### src/rtl/sw_debounce_tick_if.sv
// Switch/sequencer-control bundle: raw switch in, debounced mode and step tick out.
interface sw_debounce_tick_if;
  logic sw;
  logic mode;
  logic tick;
  logic mode_changed;

  modport master (
    output sw,
    input  mode,
    input  tick,
    input  mode_changed
  );

  modport slave (
    input  sw,
    output mode,
    output tick,
    output mode_changed
  );
endinterface

### src/rtl/sw_debounce_tick.sv
// Mode-switch debouncer plus step-tick prescaler feeding an LED sequencer.
// An accepted mode change restarts the tick cadence so the sequencer steps in phase with the new mode.
module sw_debounce_tick #(
  parameter int unsigned DEBOUNCE_CYCLES = 4,
  parameter int unsigned TICK_DIV        = 8
) (
  input  logic              clk,
  input  logic              reset,
  sw_debounce_tick_if.slave bus
);

  localparam int unsigned DW = $clog2(DEBOUNCE_CYCLES) + 1;
  localparam int unsigned PW = $clog2(TICK_DIV);

  localparam logic [DW-1:0] DC_ZERO = DW'(0);
  localparam logic [DW-1:0] DC_ONE  = DW'(1);
  localparam logic [DW-1:0] DC_LAST = DW'(DEBOUNCE_CYCLES - 1);
  localparam logic [PW-1:0] PC_ZERO = PW'(0);
  localparam logic [PW-1:0] PC_ONE  = PW'(1);
  localparam logic [PW-1:0] PC_LAST = PW'(TICK_DIV - 1);

  typedef enum logic [1:0] {
    STABLE_LO = 2'd0,
    WAIT_HI   = 2'd1,
    STABLE_HI = 2'd2,
    WAIT_LO   = 2'd3
  } state_t;

  logic          sw_s1;
  logic          sw_s2;
  state_t        state;
  state_t        state_next;
  logic [DW-1:0] dcnt;
  logic [DW-1:0] dcnt_next;
  logic [PW-1:0] pcnt;
  logic          accept;
  logic          mode_next;
  logic          mode_q;
  logic          tick_q;
  logic          mode_changed_q;

  // Two-flop synchronizer for the asynchronous switch input
  always_ff @(posedge clk or posedge reset) begin
    if (reset) begin
      sw_s1 <= 1'b0;
      sw_s2 <= 1'b0;
    end else begin
      sw_s1 <= bus.sw;
      sw_s2 <= sw_s1;
    end
  end

  // Debounce FSM state and stability counter
  always_ff @(posedge clk or posedge reset) begin
    if (reset) begin
      state <= STABLE_LO;
      dcnt  <= DC_ZERO;
    end else begin
      state <= state_next;
      dcnt  <= dcnt_next;
    end
  end

  // The first differing sample already counts as one, so acceptance lands on the DEBOUNCE_CYCLES-th
  always_comb begin
    state_next = state;
    dcnt_next  = DC_ZERO;
    accept     = 1'b0;
    mode_next  = mode_q;
    case (state)
      STABLE_LO: begin
        if (sw_s2) begin
          state_next = WAIT_HI;
          dcnt_next  = DC_ONE;
        end else begin
          dcnt_next  = DC_ZERO;
        end
      end
      WAIT_HI: begin
        if (!sw_s2) begin
          state_next = STABLE_LO;
          dcnt_next  = DC_ZERO;
        end else if (dcnt == DC_LAST) begin
          state_next = STABLE_HI;
          dcnt_next  = DC_ZERO;
          accept     = 1'b1;
          mode_next  = 1'b1;
        end else begin
          dcnt_next  = dcnt + DC_ONE;
        end
      end
      STABLE_HI: begin
        if (!sw_s2) begin
          state_next = WAIT_LO;
          dcnt_next  = DC_ONE;
        end else begin
          dcnt_next  = DC_ZERO;
        end
      end
      WAIT_LO: begin
        if (sw_s2) begin
          state_next = STABLE_HI;
          dcnt_next  = DC_ZERO;
        end else if (dcnt == DC_LAST) begin
          state_next = STABLE_LO;
          dcnt_next  = DC_ZERO;
          accept     = 1'b1;
          mode_next  = 1'b0;
        end else begin
          dcnt_next  = dcnt + DC_ONE;
        end
      end
      default: begin
        state_next = STABLE_LO;
        dcnt_next  = DC_ZERO;
      end
    endcase
  end

  // Prescaler and registered outputs; a mode change wins over a coincident wrap
  always_ff @(posedge clk or posedge reset) begin
    if (reset) begin
      pcnt           <= PC_ZERO;
      tick_q         <= 1'b0;
      mode_q         <= 1'b0;
      mode_changed_q <= 1'b0;
    end else begin
      mode_q         <= mode_next;
      mode_changed_q <= accept;
      if (accept) begin
        pcnt   <= PC_ZERO;
        tick_q <= 1'b0;
      end else if (pcnt == PC_LAST) begin
        pcnt   <= PC_ZERO;
        tick_q <= 1'b1;
      end else begin
        pcnt   <= pcnt + PC_ONE;
        tick_q <= 1'b0;
      end
    end
  end

  assign bus.mode         = mode_q;
  assign bus.tick         = tick_q;
  assign bus.mode_changed = mode_changed_q;

endmodule

### src/flat_wrapper.sv
// flat-port wrapper written by rule: the top's interface ports become plain ports
module sw_debounce_tick_flat 
#(
  parameter int unsigned DEBOUNCE_CYCLES = 4,
  parameter int unsigned TICK_DIV        = 8
)
  (clk, reset, bus_sw, bus_mode, bus_tick, bus_mode_changed);
  sw_debounce_tick_if bus_i ();
  input  logic clk;
  input  logic reset;
  input wire logic [$bits(bus_i.sw)-1:0] bus_sw;
  output wire logic [$bits(bus_i.mode)-1:0] bus_mode;
  output wire logic [$bits(bus_i.tick)-1:0] bus_tick;
  output wire logic [$bits(bus_i.mode_changed)-1:0] bus_mode_changed;
  assign bus_i.sw = bus_sw;
  assign bus_mode = bus_i.mode;
  assign bus_tick = bus_i.tick;
  assign bus_mode_changed = bus_i.mode_changed;
  sw_debounce_tick #(.DEBOUNCE_CYCLES(DEBOUNCE_CYCLES), .TICK_DIV(TICK_DIV)) u_core (.clk(clk), .reset(reset), .bus(bus_i));
endmodule
### config.mk
export PLATFORM = sky130hd
export DESIGN_NAME = sw_debounce_tick_flat
export DESIGN_NICKNAME = d
export VERILOG_FILES = /design/src/rtl/sw_debounce_tick_if.sv /design/src/rtl/sw_debounce_tick.sv /design/src/flat_wrapper.sv
export SDC_FILE = /design/constraint.sdc
export NUM_CORES = 1
export LEC_CHECK = 0
export BUFFER_PORTS_ARGS = -buffer_cell sky130_fd_sc_hd__buf_2
export CAP_MARGIN = 20
export CORE_AREA = 3 3 40 42
export DETAILED_ROUTE_END_ITERATION = 12
export DIE_AREA = 0 0 43 45
export PLACE_DENSITY_LB_ADDON = 0.08
export RECOVER_POWER = 100
export SLEW_MARGIN = 0
export SYNTH_ARGS = -nofsm -noshare
export SYNTH_HDL_FRONTEND = slang
export SYNTH_SLANG_ARGS = --single-unit
### constraint.sdc
create_clock -name clk -period 1.1 [get_ports clk]
set_input_delay 0.11 -clock clk [delete_from_list [all_inputs] [get_ports clk]]
set_output_delay 0.11 -clock clk [all_outputs]
set_load 0.005 [all_outputs]
==> results.txt <==
* Pin count of the biggest net entering global routing: 14
- Height of the die: 45 um
- The worst-case IR drop observed on VDD is 1212 uV.
* Violated checks: setup timing
- For this block, the initial DRC count from the detailed router was 2.
- The tool flagged a number of max-cap violations equal to 0.
* Data arrival, critical path: 1.27 ns
- The worst setup path is of the flop to flop kind.
- Worst-path clk slew: 0.07 ns
- Compared with the post-synthesis result, the final layout area differs by 25.49%.
- The via count of the first global-routing pass was 327.
- DR pass1 iterations: 2
- The initial antenna violation count came to 0.
* Detailed-placement wirelength estimate: 545 um
- Maximum root-to-sink buffer count: 2
* DRC violations left: 0
- When the netlist entered floorplanning its net count stood at 44.
- Measured on the finished design, the core utilization comes to 49.37%.
- Synthesized area: 505.5 sq um
- Crit end category: flop
- RSZ-0062 raised after global routing: yes
- Yosys printed 0 warnings.
- Critical Path Fanout Max: 4
- Row generation in the floorplan step produced 13 rows.
* Htree depth: 1
- Input and output buffers added on the ports amount to 5.
- For the worst setup path, the data required time is 1.26 ns.
- Most common cell after layout, fill and taps aside: sky130_fd_sc_hd__dfrtp_1
- The total overflow left after global routing is 0.
- Share of final-layout standard cells stronger than drive strength 1: 37.25%
* Number of max-slew violations in the final report: 0
- Remaining antenna violation count: 0
- In this design, the stage delay of the slowest critical-path cell is 0.39 ns.
* Effective utilization at floorplan: 39.34%
* Total CTS buffers: 3
- Achievable Freq: 903.1 MHz
- Dividing total power by cell area gives a power density of 2303 nW/um^2.
- N_diodes: 0
- Leakage Power: 0.2908 nW
* Worst-case register-to-register setup slack: -0.007 ns
- CTS tree: done
* Worst skew pair latency: 0.27 ns
- Worst min path class: flop to flop
* Critical Path Source Type: flop
- Final non-filler cell total: 66
- Post-detailed-routing wire length: 767 um
- Dividing the final minimum period by the clock period gives 100.7%.
- At the pin with the least slew margin, the transition time is 0.4861 ns.
- Critical-path top delay cell: sky130_fd_sc_hd__dfrtp_1
* Final setup violation count: 2
- In this run the tightest slew margin relative to its limit is 67.56%.
- Chain of cells forming the critical path: ha_2, and3b_2, a21oi_2, o21ai_1
- Gr usage total: 10.00%
- Number of clock sinks seen by CTS: 13
- Hold violation count in the final report: 0
- Overall die area: 1935 sq um
* Count of pins on the block boundary: 6
* Average wire per standard cell: 11.62 um
- Leading cell types in the layout, fill and taps excluded: sky130_fd_sc_hd__dfrtp_1 (13), sky130_fd_sc_hd__buf_2 (4), sky130_fd_sc_hd__nor2b_1 (3), sky130_fd_sc_hd__nand2_1 (3), sky130_fd_sc_hd__clkbuf_4 (3)
* Mapped Cells: 38
* Post-synthesis cell type count: 16
- For the finished layout, the period the worst path requires is 1.107 ns.
- Number of placed instances, taps included: 59
* Via count of the routed design: 308
- In the routed layout, each cell is associated on average with a via count of 4.667.
* Kind of cell adding the most delay to the critical path: flip-flops
* Width of the die: 43 um
- For this run, the register share of the synthesized area comes to 64.36%.
* Root cell of the clock tree: sky130_fd_sc_hd__clkbuf_4
* Weighted congestion at the end of routability-driven global placement: 0.7013
* Mean Syn Cell Area: 13.30 sq um
- Number of storage elements in the synthesis netlist: 13
- Run status: complete, but fails checks
* Clk_skew: 0.002427 ns
* NumNets Final: 58
- Core region area: 1285 sq um
- The first global-routing pass estimated 1338 um of wire.
* Worst setup margin: -0.007339 ns
- Worst Path Buf+Inv: 0
-- area by class of cell --
cell class / count / area (sq um)
fillers: 115 / 650.6
repair buffers: 9 / 58.81
well taps: 15 / 18.77
clock buffers: 4 / 26.28
inverters: 2 / 7.507
flip-flops and latches: 13 / 325.3
multi-input cells: 23 / 197.7
-- cell families after synthesis --
family / count (synthesis) / share of synthesized area (%)
AND/OR/NAND/NOR: 14 / 18.07
flip-flops: 13 / 64.36
AO/OA/AOI/OAI: 5 / 5.444
adder cells (fa/ha/maj): 3 / 7.427
buffers and inverters: 2 / 1.486
XOR/XNOR: 1 / 3.219
-- where the power goes --
| group | internal (mW) | switching [mW] | total (mW) |
|---|---|---|---|
| Combinational | 0.255 | 0.199 | 0.455 |
| Sequential | 0.622 | 0.0999 | 0.722 |
| Clock | 0.140 | 0.144 | 0.284 |
| Total | 1.02 | 0.443 | 1.46 |
-- state kept, by name, indices dropped and copies added, names as in the netlist, named ones only --
register / cells
u_core.dcnt: 3
u_core.pcnt: 3
u_core.bus.mode: 1
u_core.bus.mode_changed: 1
u_core.bus.tick: 1
u_core.state: 1
u_core.sw_s1: 1
u_core.sw_s2: 1
-- path summary, 6_finish.rpt --
check	from	cells after the start	endpoint
setup / recovery	u_core.dcnt[0]$_DFF_PP0_	4	u_core.bus.mode$_DFFE_PP0P_
hold / removal	u_core.sw_s1$_DFF_PP0_	0	u_core.sw_s2$_DFF_PP0_
setup reg to reg	u_core.dcnt[0]$_DFF_PP0_	4	u_core.bus.mode$_DFFE_PP0P_
hold reg to reg	u_core.sw_s1$_DFF_PP0_	0	u_core.sw_s2$_DFF_PP0_
max in group asynchronous	reset	3	u_core.bus.tick$_DFF_PP0_
min in group asynchronous	reset	3	u_core.sw_s2$_DFF_PP0_
-- metrics by stage --
stage | total power [mW] | instance area [sq um] | hold WS, ns | setup WS [ns] | setup TNS (ns)
after floorplan | 1.012 | 508.0 | -0.01304 | 0.02894 | 0
after global placement | 1.078 | 559.3 | 0.1313 | -0.008931 | -0.008931
after detailed placement | 1.100 | 559.3 | 0.1551 | -0.05251 | -0.08884
after CTS | 1.462 | 630.6 | 0.3627 | -0.01816 | -0.06040
after global routing | 1.584 | 634.4 | 0.3718 | -0.06392 | -0.2996
final | 1.461 | 634.4 | 0.3553 | -0.007339 | -0.007997
-- metal layers --
metal | share of wire [%] | up-vias | GRT usage (%)
met5 | 0 | - | 0
met2 | 48 | 6 | 15.57
li1 | - | 153 | -
met3 | 5.1 | 4 | 3.984
met4 | 3.3 | 0 | 9.036
met1 | 43 | 145 | 10.41
-- Yosys cell counts --
cell type	number	area (sq um)
sky130_fd_sc_hd__nor2_1	2	7.510
sky130_fd_sc_hd__o21ai_0	3	15.01
sky130_fd_sc_hd__nand3b_1	1	7.510
sky130_fd_sc_hd__a211oi_1	1	7.510
sky130_fd_sc_hd__nor3b_2	1	12.51
sky130_fd_sc_hd__nor2b_1	3	18.77
sky130_fd_sc_hd__ha_1	3	37.54
sky130_fd_sc_hd__inv_1	2	7.510
sky130_fd_sc_hd__nand2_1	3	11.26
sky130_fd_sc_hd__nor3_1	1	5.000
sky130_fd_sc_hd__nor2_2	1	6.260
sky130_fd_sc_hd__nand2b_4	1	13.76
sky130_fd_sc_hd__a21oi_1	1	5.000
sky130_fd_sc_hd__and3b_1	1	8.760
sky130_fd_sc_hd__dfrtp_1	13	325.3
sky130_fd_sc_hd__xnor2_2	1	16.27
-- timing repair --
action                                 4_1_cts  5_1_grt
setup endpoints to repair                    5        8
pin swaps                                    2        0
buffers inserted                             1        0
gates resized for setup                      7        1
endpoints found under the hold margin       14        0
hold buffers                                 2        0
No activity file was read; power rests on OpenSTA's default activity.
